===== src/rtl/imem_loader_if.sv =====
// Byte-stream valid/ready channel feeding the instruction memory loader.
// The master is the byte source; the slave is the loader.
interface imem_loader_if;
    logic [7:0] byte_data;
    logic       byte_valid;
    logic       byte_ready;

    modport master (
        output byte_data,
        output byte_valid,
        input  byte_ready
    );

    modport slave (
        input  byte_data,
        input  byte_valid,
        output byte_ready
    );
endinterface


===== src/rtl/imem_loader.sv =====
// Program loader: assembles little-endian words from a byte stream and writes
// them to consecutive instruction memory words while holding the core stalled.
module imem_loader #(
    parameter int DEPTH_W = 10
) (
    input  logic               clk,
    input  logic               rst_n,
    input  logic               start,
    input  logic [DEPTH_W:0]   len,
    input  logic               abort,
    imem_loader_if.slave       stream,
    output logic               we,
    output logic [31:0]        waddr,
    output logic [31:0]        wdata,
    output logic               cpu_stall,
    output logic               busy,
    output logic               done
);

    typedef enum logic [1:0] {
        IDLE,
        RECV,
        WRITE,
        DONE
    } state_t;

    localparam logic [DEPTH_W:0] CAP = {1'b1, {DEPTH_W{1'b0}}};

    state_t             state;
    state_t             state_next;
    logic [DEPTH_W:0]   len_q;
    logic [DEPTH_W:0]   len_clamped;
    logic [1:0]         byte_cnt;
    logic [DEPTH_W-1:0] word_idx;
    logic [31:0]        buffer;
    logic               accept;
    logic               last_word;

    assign accept      = (state == RECV) && stream.byte_valid;
    assign last_word   = (({1'b0, word_idx} + (DEPTH_W+1)'(1)) == len_q);
    assign len_clamped = (len > CAP) ? CAP : len;
    assign waddr       = 32'({word_idx, 2'b00});
    assign wdata       = buffer;

    always_ff @(posedge clk or negedge rst_n) begin
        if (!rst_n) begin
            state <= IDLE;
        end else begin
            state <= state_next;
        end
    end

    // Abort overrides every transition and suppresses the write of the current cycle.
    always_comb begin
        state_next        = state;
        stream.byte_ready = 1'b0;
        we                = 1'b0;
        busy              = 1'b0;
        cpu_stall         = 1'b0;
        done              = 1'b0;
        case (state)
            IDLE: begin
                if (start) begin
                    state_next = (len == '0) ? DONE : RECV;
                end
            end
            RECV: begin
                stream.byte_ready = 1'b1;
                busy              = 1'b1;
                cpu_stall         = 1'b1;
                if (accept && (byte_cnt == 2'd3)) begin
                    state_next = WRITE;
                end
            end
            WRITE: begin
                we         = 1'b1;
                busy       = 1'b1;
                cpu_stall  = 1'b1;
                state_next = last_word ? DONE : RECV;
            end
            DONE: begin
                done       = 1'b1;
                cpu_stall  = 1'b1;
                state_next = IDLE;
            end
            default: begin
                state_next = IDLE;
            end
        endcase
        if (abort) begin
            state_next = IDLE;
            we         = 1'b0;
        end
    end

    always_ff @(posedge clk or negedge rst_n) begin
        if (!rst_n) begin
            len_q    <= '0;
            byte_cnt <= '0;
            word_idx <= '0;
            buffer   <= '0;
        end else if (!abort) begin
            case (state)
                IDLE: begin
                    if (start) begin
                        len_q    <= len_clamped;
                        byte_cnt <= '0;
                        word_idx <= '0;
                    end
                end
                RECV: begin
                    if (accept) begin
                        buffer[{byte_cnt, 3'b000} +: 8] <= stream.byte_data;
                        byte_cnt                        <= byte_cnt + 2'd1;
                    end
                end
                WRITE: begin
                    if (!last_word) begin
                        word_idx <= word_idx + DEPTH_W'(1);
                    end
                end
                default: begin
                end
            endcase
        end
    end

endmodule

===== src/flat_wrapper.sv =====
// flat-port wrapper written by rule: the top's interface ports become plain ports
module imem_loader_flat 
#(
    parameter int DEPTH_W = 10
)
  (clk, rst_n, start, len, abort, we, waddr, wdata, cpu_stall, busy, done, stream_byte_data, stream_byte_valid, stream_byte_ready);
  imem_loader_if stream_i ();
  input  logic clk;
  input  logic rst_n;
  input  logic start;
  input  logic [DEPTH_W:0] len;
  input  logic abort;
  output logic we;
  output logic [31:0] waddr;
  output logic [31:0] wdata;
  output logic cpu_stall;
  output logic busy;
  output logic done;
  input wire logic [$bits(stream_i.byte_data)-1:0] stream_byte_data;
  input wire logic [$bits(stream_i.byte_valid)-1:0] stream_byte_valid;
  output wire logic [$bits(stream_i.byte_ready)-1:0] stream_byte_ready;
  assign stream_i.byte_data = stream_byte_data;
  assign stream_i.byte_valid = stream_byte_valid;
  assign stream_byte_ready = stream_i.byte_ready;
  imem_loader #(.DEPTH_W(DEPTH_W)) u_core (.clk(clk), .rst_n(rst_n), .start(start), .len(len), .abort(abort), .stream(stream_i), .we(we), .waddr(waddr), .wdata(wdata), .cpu_stall(cpu_stall), .busy(busy), .done(done));
endmodule

===== config.mk =====
export PLATFORM = sky130hd
export DESIGN_NAME = imem_loader_flat
export DESIGN_NICKNAME = d
export VERILOG_FILES = /design/src/rtl/imem_loader_if.sv /design/src/rtl/imem_loader.sv /design/src/flat_wrapper.sv
export SDC_FILE = /design/constraint.sdc
export NUM_CORES = 1
export LEC_CHECK = 0
export BUFFER_PORTS_ARGS = -buffer_cell sky130_fd_sc_hd__buf_2
export CAP_MARGIN = 20
export CORE_AREA = 8 8 94 96
export CTS_CLUSTER_SIZE = 30
export DETAILED_ROUTE_END_ITERATION = 10
export DIE_AREA = 0 0 102 104
export HOLD_SLACK_MARGIN = 0.05
export PLACE_DENSITY_LB_ADDON = 0.2
export RECOVER_POWER = 50
export REMOVE_ABC_BUFFERS = 1
export SLEW_MARGIN = 0
export SYNTH_ARGS = -nofsm -noshare
export SYNTH_HDL_FRONTEND = slang
export SYNTH_SLANG_ARGS = --single-unit

===== constraint.sdc =====
create_clock -name clk -period 4.8 [get_ports clk]
set_input_delay 0.48 -clock clk [delete_from_list [all_inputs] [get_ports clk]]
set_output_delay 0.48 -clock clk [all_outputs]
set_load 0.01 [all_outputs]

# [After elaboration in Yosys (flattened, before gate mapping)]
# Index checks and enable logic that the tools add are counted.
[word_totals] reg_bits=57 input_bits=24 out_inout_bits=69 wordCells=56
[classes] n_addsub=4 n_lt_le_gt_ge=1 n_eq_ne=10 shifts=2 n_mux=20 n_bitwise=1 n_reduce_logical=13
[op_table] cell="32-bit bitwise mux" n=1
[op_table] cell="8-bit by 7-bit variable shift with 32-bit output, first input constant" n=1
[op_table] cell="8-bit by 7-bit variable part select with 32-bit output" n=1
[op_table] cell="10-bit two-way mux" n=2
[op_table] cell="10-bit case mux with 2 select lines" n=1
[op_table] cell="2-bit two-way mux" n=7
[op_table] cell="10-bit by 1-bit adder with 11-bit output, second input constant" n=1
[op_table] cell="11-bit == test" n=1
[op_table] cell="11-bit > comparator, second input constant" n=1
[op_table] cell="11-bit logical NOT" n=1
[op_table] cell="11-bit two-way mux" n=1
[op_table] cell="10-bit by 1-bit adder with 10-bit output, second input constant" n=1
[op_table] cell="2-bit case mux with 4 select lines" n=1
[op_table] cell="4-bit AND reduction" n=2
[op_table] cell="5-bit negator with 7-bit output" n=1
[op_table] cell="2-bit == test, second input constant" n=3
[op_table] cell="1-bit two-way mux" n=6
[op_table] cell="3-bit inequality test, second input constant" n=2
[op_table] cell="3-bit AND reduction" n=2
[op_table] cell="2-bit inequality test, second input constant" n=2
[op_table] cell="2-bit case mux with 2 select lines" n=1
[op_table] cell="2-bit nonzero test" n=2
[op_table] cell="3-bit OR reduction" n=1
[op_table] cell="2-bit by 1-bit adder with 2-bit output, second input constant" n=1
[op_table] cell="7 further kinds" n=8

# [Depth between registers and ports, before layout]
[depth] ltp_word=6 mapped_depth=9

# [Worst setup path before layout]
# Ideal clock, no wire load.
[synth_timing] kind="reg2reg" start="register u_core.word_idx[0]" end="register u_core.word_idx[0]" arrival_time_ns=2.453 path_slack_ns=2.222 path_stages_with_launch=10 path_buffers=2 cell_sequence="dfrtp_1 > ha_1 > and3_1 > nand3_1 > xnor2_1 > or4_1 > buf_2 > o31a_1 > buf_6 > mux2_4"
[synth_between] elab_chain_cells=4 word_cells_on_any_way=7 cone_classes="add/sub: 2; eq/ne: 2; mux: 2; reduce/logical: 1"
[synth_rtl] element="start, declared" line="imem_loader.sv:34" rtl="logic [DEPTH_W-1:0] word_idx;"
[synth_rtl] element="start signal, assigned" line="imem_loader.sv:119" rtl="word_idx <= word_idx + DEPTH_W'(1);"
[synth_rtl] element="10-bit by 1-bit adder with 11-bit output" line="imem_loader.sv:40" rtl="assign last_word = (({1'b0, word_idx} + (DEPTH_W+1)'(1)) == len_q);"
[synth_rtl] element="11-bit == test" line="imem_loader.sv:40"
[synth_rtl] element="2-bit inequality test (no line)"
[synth_rtl] element="4-bit AND reduction (no line)"
# Several ways; a longest one is shown, not always the timed one. The select of a mux whose other input is x is not followed.
# A chain may end at the register's enable or synchronous reset.

==> load_flow_metrics.sql <==
INSERT INTO impl_metrics (metric_group, metric, value, unit) VALUES
('sta', 'worst_pin_slew', '3087', 'ps'),
('critical_path', 'critical_path.endpoint', 'u_core.byte_cnt[0]$_DFFE_PN0P_', ''),
('floorplanning', 'die-height', '104', 'µm'),
('sta', 'max_clock_freq', '0.3337', 'GHz'),
('clocking', 'post_cts_setup_buffer_count', '0', ''),
('sta', 'finalSetupViolations', '0', ''),
('sta', 'grt_setup_unrepaired', 'no', ''),
('critical_path', 'length_in_cells_of_the_worst_reg_to_reg_path', '6', ''),
('flow_run', 'maxCapViolCount', '1', ''),
('placement', 'dp_hpwl', '5831', 'µm'),
('synthesis', 'syn-mean-instance-area', '9.265', 'µm²'),
('power_and_ir_drop', 'share_comb_of_total_power', '0.380', ''),
('critical_path', 'cp_num_cells', '2', ''),
('global_route', 'busiest_grt_layer', 'met2', ''),
('clocking', 'cts_made_buffers', '9', ''),
('sta', 'whs', '381.3', 'ps'),
('critical_path', 'critPathKind', 'input port to async pin', ''),
('critical_path', 'cp_cell_sequence', 'buf_2 -> clkbuf_1', ''),
('critical_path', 'worst-path-buf-inv', '2', ''),
('clocking', 'cts.root.buffer_cell', 'sky130_fd_sc_hd__clkbuf_8', ''),
('clocking', 'cts.clk_slew.worst_paths', '70', 'ps'),
('power_and_ir_drop', 'switchingPower', '753.9', 'µW'),
('power_and_ir_drop', 'vdd.ir_drop.worst', '0.2325', 'mV'),
('sta', 'setup_tns', '0', 'ps'),
('placement', 'final_weighted_congestion_in_routability_driven_placement', '0.8431', ''),
('routing', 'routed_via_density', '5.015', ''),
('global_route', 'grtUsageMet3', '0.04552', ''),
('status', 'outcome', 'finished with violations', ''),
('power_and_ir_drop', 'sw_frac', '0.3998', ''),
('synthesis', 'synthMostInstantiatedCell', 'sky130_fd_sc_hd__nand2_1', ''),
('global_route', 'number_of_antenna_violations_at_the_first_check_in_global_routing', '0', ''),
('synthesis', 'postSynthCellCount', '343', ''),
('synthesis', 'netlist-cell-type-count', '44', ''),
('routing', 'drt_wl_total', '7903', 'µm'),
('floorplanning', 'i_o_pins', '93', ''),
('synthesis', 'synth.ff_latch_count', '57', ''),
('synthesis', 'synth.top_cells.by_area', 'sky130_fd_sc_hd__dfrtp_1 (45%), sky130_fd_sc_hd__nand2_1 (7.8%), sky130_fd_sc_hd__buf_4 (5.2%)', ''),
('routing', 'initialDrtViolationCount', '136', ''),
('power_and_ir_drop', 'clock_power_share', '0.238', ''),
('critical_path', 'worstReg2RegStart', 'u_core.state[0]$_DFFE_PN0P_', ''),
('synthesis', 'postSynth.asyncResetShare', '1.000', ''),
('synthesis', 'synth_top_cell_area_share', '0.4488', ''),
('critical_path', 'cpPeakStageDelay', '2180', 'ps'),
('critical_path', 'critPathLaunchType', 'input port', ''),
('status', 'failing_checks', 'capacitance limit, slew limit', ''),
('global_route', 'gr-usage-all-layers', '0.1529', ''),
('floorplanning', 'die-width', '102', 'µm'),
('global_route', 'via_count_of_the_first_global_routing_pass', '2563', ''),
('sta', 'drv_slew', '58', ''),
('floorplanning', 'core_area', '7447', 'µm²'),
('power_and_ir_drop', 'internal_power', '1.132', 'mW'),
('clocking', 'tritoncts_num_sinks', '57', ''),
('critical_path', 'end_kind', 'async pin', ''),
('clocking', 'clock_tree.htree_level_count', '3', ''),
('routing', 'vias', '2593', ''),
('synthesis', 'yosys.area.top_type', 'sky130_fd_sc_hd__dfrtp_1', ''),
('synthesis', 'synth_ff_type', 'sky130_fd_sc_hd__dfrtp_1', ''),
('placement', 'buffer_ports.inserted', '70', ''),
('global_route', 'grt_util_met2', '0.2369', ''),
('critical_path', 'worst-path-max-fanout', '57', ''),
('clocking', 'cts_max_path_buffers', '2', ''),
('critical_path', 'r2r_slack', '1870', 'ps'),
('global_route', 'grt_start_max_net_pins', '58', ''),
('sta', 'slew-limit-headroom', '-1.058', ''),
('global_route', 'first_pass_grt_wire_length', '12880', 'µm'),
('critical_path', 'cp_data_arrival_time', '2750', 'ps'),
('synthesis', 'synth_area', '3178', 'µm²'),
('synthesis', 'synth-warning-count', '0', ''),
('synthesis', 'yosysSeqAreaShare', '0.4488', ''),
('clocking', 'clock_insertion_delay_at_the_later_pin_of_the_skew_report', '340', 'ps'),
('sta', 'finalHoldViolCount', '0', '');
## layout make-up
class,count,area [µm²]
Fill cell,738,3774
Multi-Input combinational cell,256,1533
Sequential cell,57,1426
Timing Repair Buffer,73,340.3
Clock buffer,10,137.6
Tap cell,102,127.6
Clock inverter,5,56.30
Inverter,14,52.55
## stage by stage
step / setup slack [ps] / std cells / util / instance area (µm²)
2_1_floorplan: 2213 / 327 / - / 3012
3_3_place_gp: 1990 / 501 / 0.4706 / 3505
3_5_place_dp: 1891 / 501 / 0.4706 / 3505
4_1_cts: 1881 / 516 / 0.4966 / 3699
5_1_grt: 1166 / 517 / 0.4933 / 3674
6_report: 1803 / 517 / 0.4933 / 3674
## placed cells by master (no fill, tap or decap), types with 2 or more instances in the layout
master and n:
sky130_fd_sc_hd__nand3_1 10, sky130_fd_sc_hd__dfrtp_1 57, sky130_fd_sc_hd__clkbuf_1 24, sky130_fd_sc_hd__a22o_1 12, sky130_fd_sc_hd__conb_1 22, sky130_fd_sc_hd__a211oi_1 2
sky130_fd_sc_hd__nand2b_1 8, sky130_fd_sc_hd__and3_1 8, sky130_fd_sc_hd__clkinv_2 2, sky130_fd_sc_hd__xnor2_1 5, sky130_fd_sc_hd__nor4_1 4, sky130_fd_sc_hd__nand2_1 66
sky130_fd_sc_hd__xor2_1 9, sky130_fd_sc_hd__nand3b_1 3, sky130_fd_sc_hd__nor3b_1 9, sky130_fd_sc_hd__a21oi_1 3, sky130_fd_sc_hd__clkbuf_8 10, sky130_fd_sc_hd__o211ai_1 8
sky130_fd_sc_hd__ha_1 11, sky130_fd_sc_hd__nand4_1 3, sky130_fd_sc_hd__o311ai_0 8, sky130_fd_sc_hd__o31a_1 2, sky130_fd_sc_hd__nor2_1 8, sky130_fd_sc_hd__nor2b_1 2
sky130_fd_sc_hd__nor3_1 3, sky130_fd_sc_hd__inv_1 14, sky130_fd_sc_hd__mux2i_1 3, sky130_fd_sc_hd__buf_2 47, sky130_fd_sc_hd__o21ai_0 33
## layer usage
layer,wire length [µm],share of wire,vias to the layer above
met4,106,0.013,0
met1,3491,0.44,1214
li1,-,-,1288
met5,0,0,-
met3,604,0.076,9
met2,3700,0.47,82
## registers in the layout, summed over array words and instances, names as in the netlist
register,cells
u_core.wdata,32
u_core.len_q,11
u_core.word_idx,10
u_core.byte_cnt,2
u_core.state,2
## cells by family after synthesis
logic type	after synthesis	synth area share
AND/OR/NAND/NOR	131	0.2028
multiplexers	5	0.01772
adder cells (fa/ha/maj)	11	0.04331
AO/OA/AOI/OAI	73	0.1539
flip-flops	57	0.4488
buffers and inverters	51	0.09370
XOR/XNOR	14	0.03858
other	1	0.001180
## how the worst min path moves through the flow
| stage | start | to | slack, ps | cells after the start |
|---|---|---|---|---|
| 2_1_floorplan | rst_n | u_core.byte_cnt[0]$_DFFE_PN0P_ | 180 | 0 |
| 3_3_place_gp | u_core.wdata[4]$_DFFE_PN0P_ | u_core.wdata[4]$_DFFE_PN0P_ | 460 | 2 |
| 3_5_place_dp | u_core.wdata[0]$_DFFE_PN0P_ | u_core.wdata[0]$_DFFE_PN0P_ | 460 | 2 |
| 4_1_cts | rst_n | u_core.word_idx[5]$_DFFE_PN0P_ | 310 | 2 |
| 5_1_grt | len[6] | u_core.len_q[6]$_DFFE_PN0P_ | 370 | 2 |
| 6_report | len[7] | u_core.len_q[7]$_DFFE_PN0P_ | 380 | 2 |
## power groups by stage
stage	registers, mW	logic [mW]	clock network, mW
6_report	0.720	0.717	0.449
5_1_grt	0.742	0.813	0.479
4_1_cts	0.720	0.716	0.458
3_5_place_dp	0.729	0.713	0
3_3_place_gp	0.724	0.701	0
2_1_floorplan	0.723	0.471	0
Note: power is estimated with default switching activity, not from simulation.
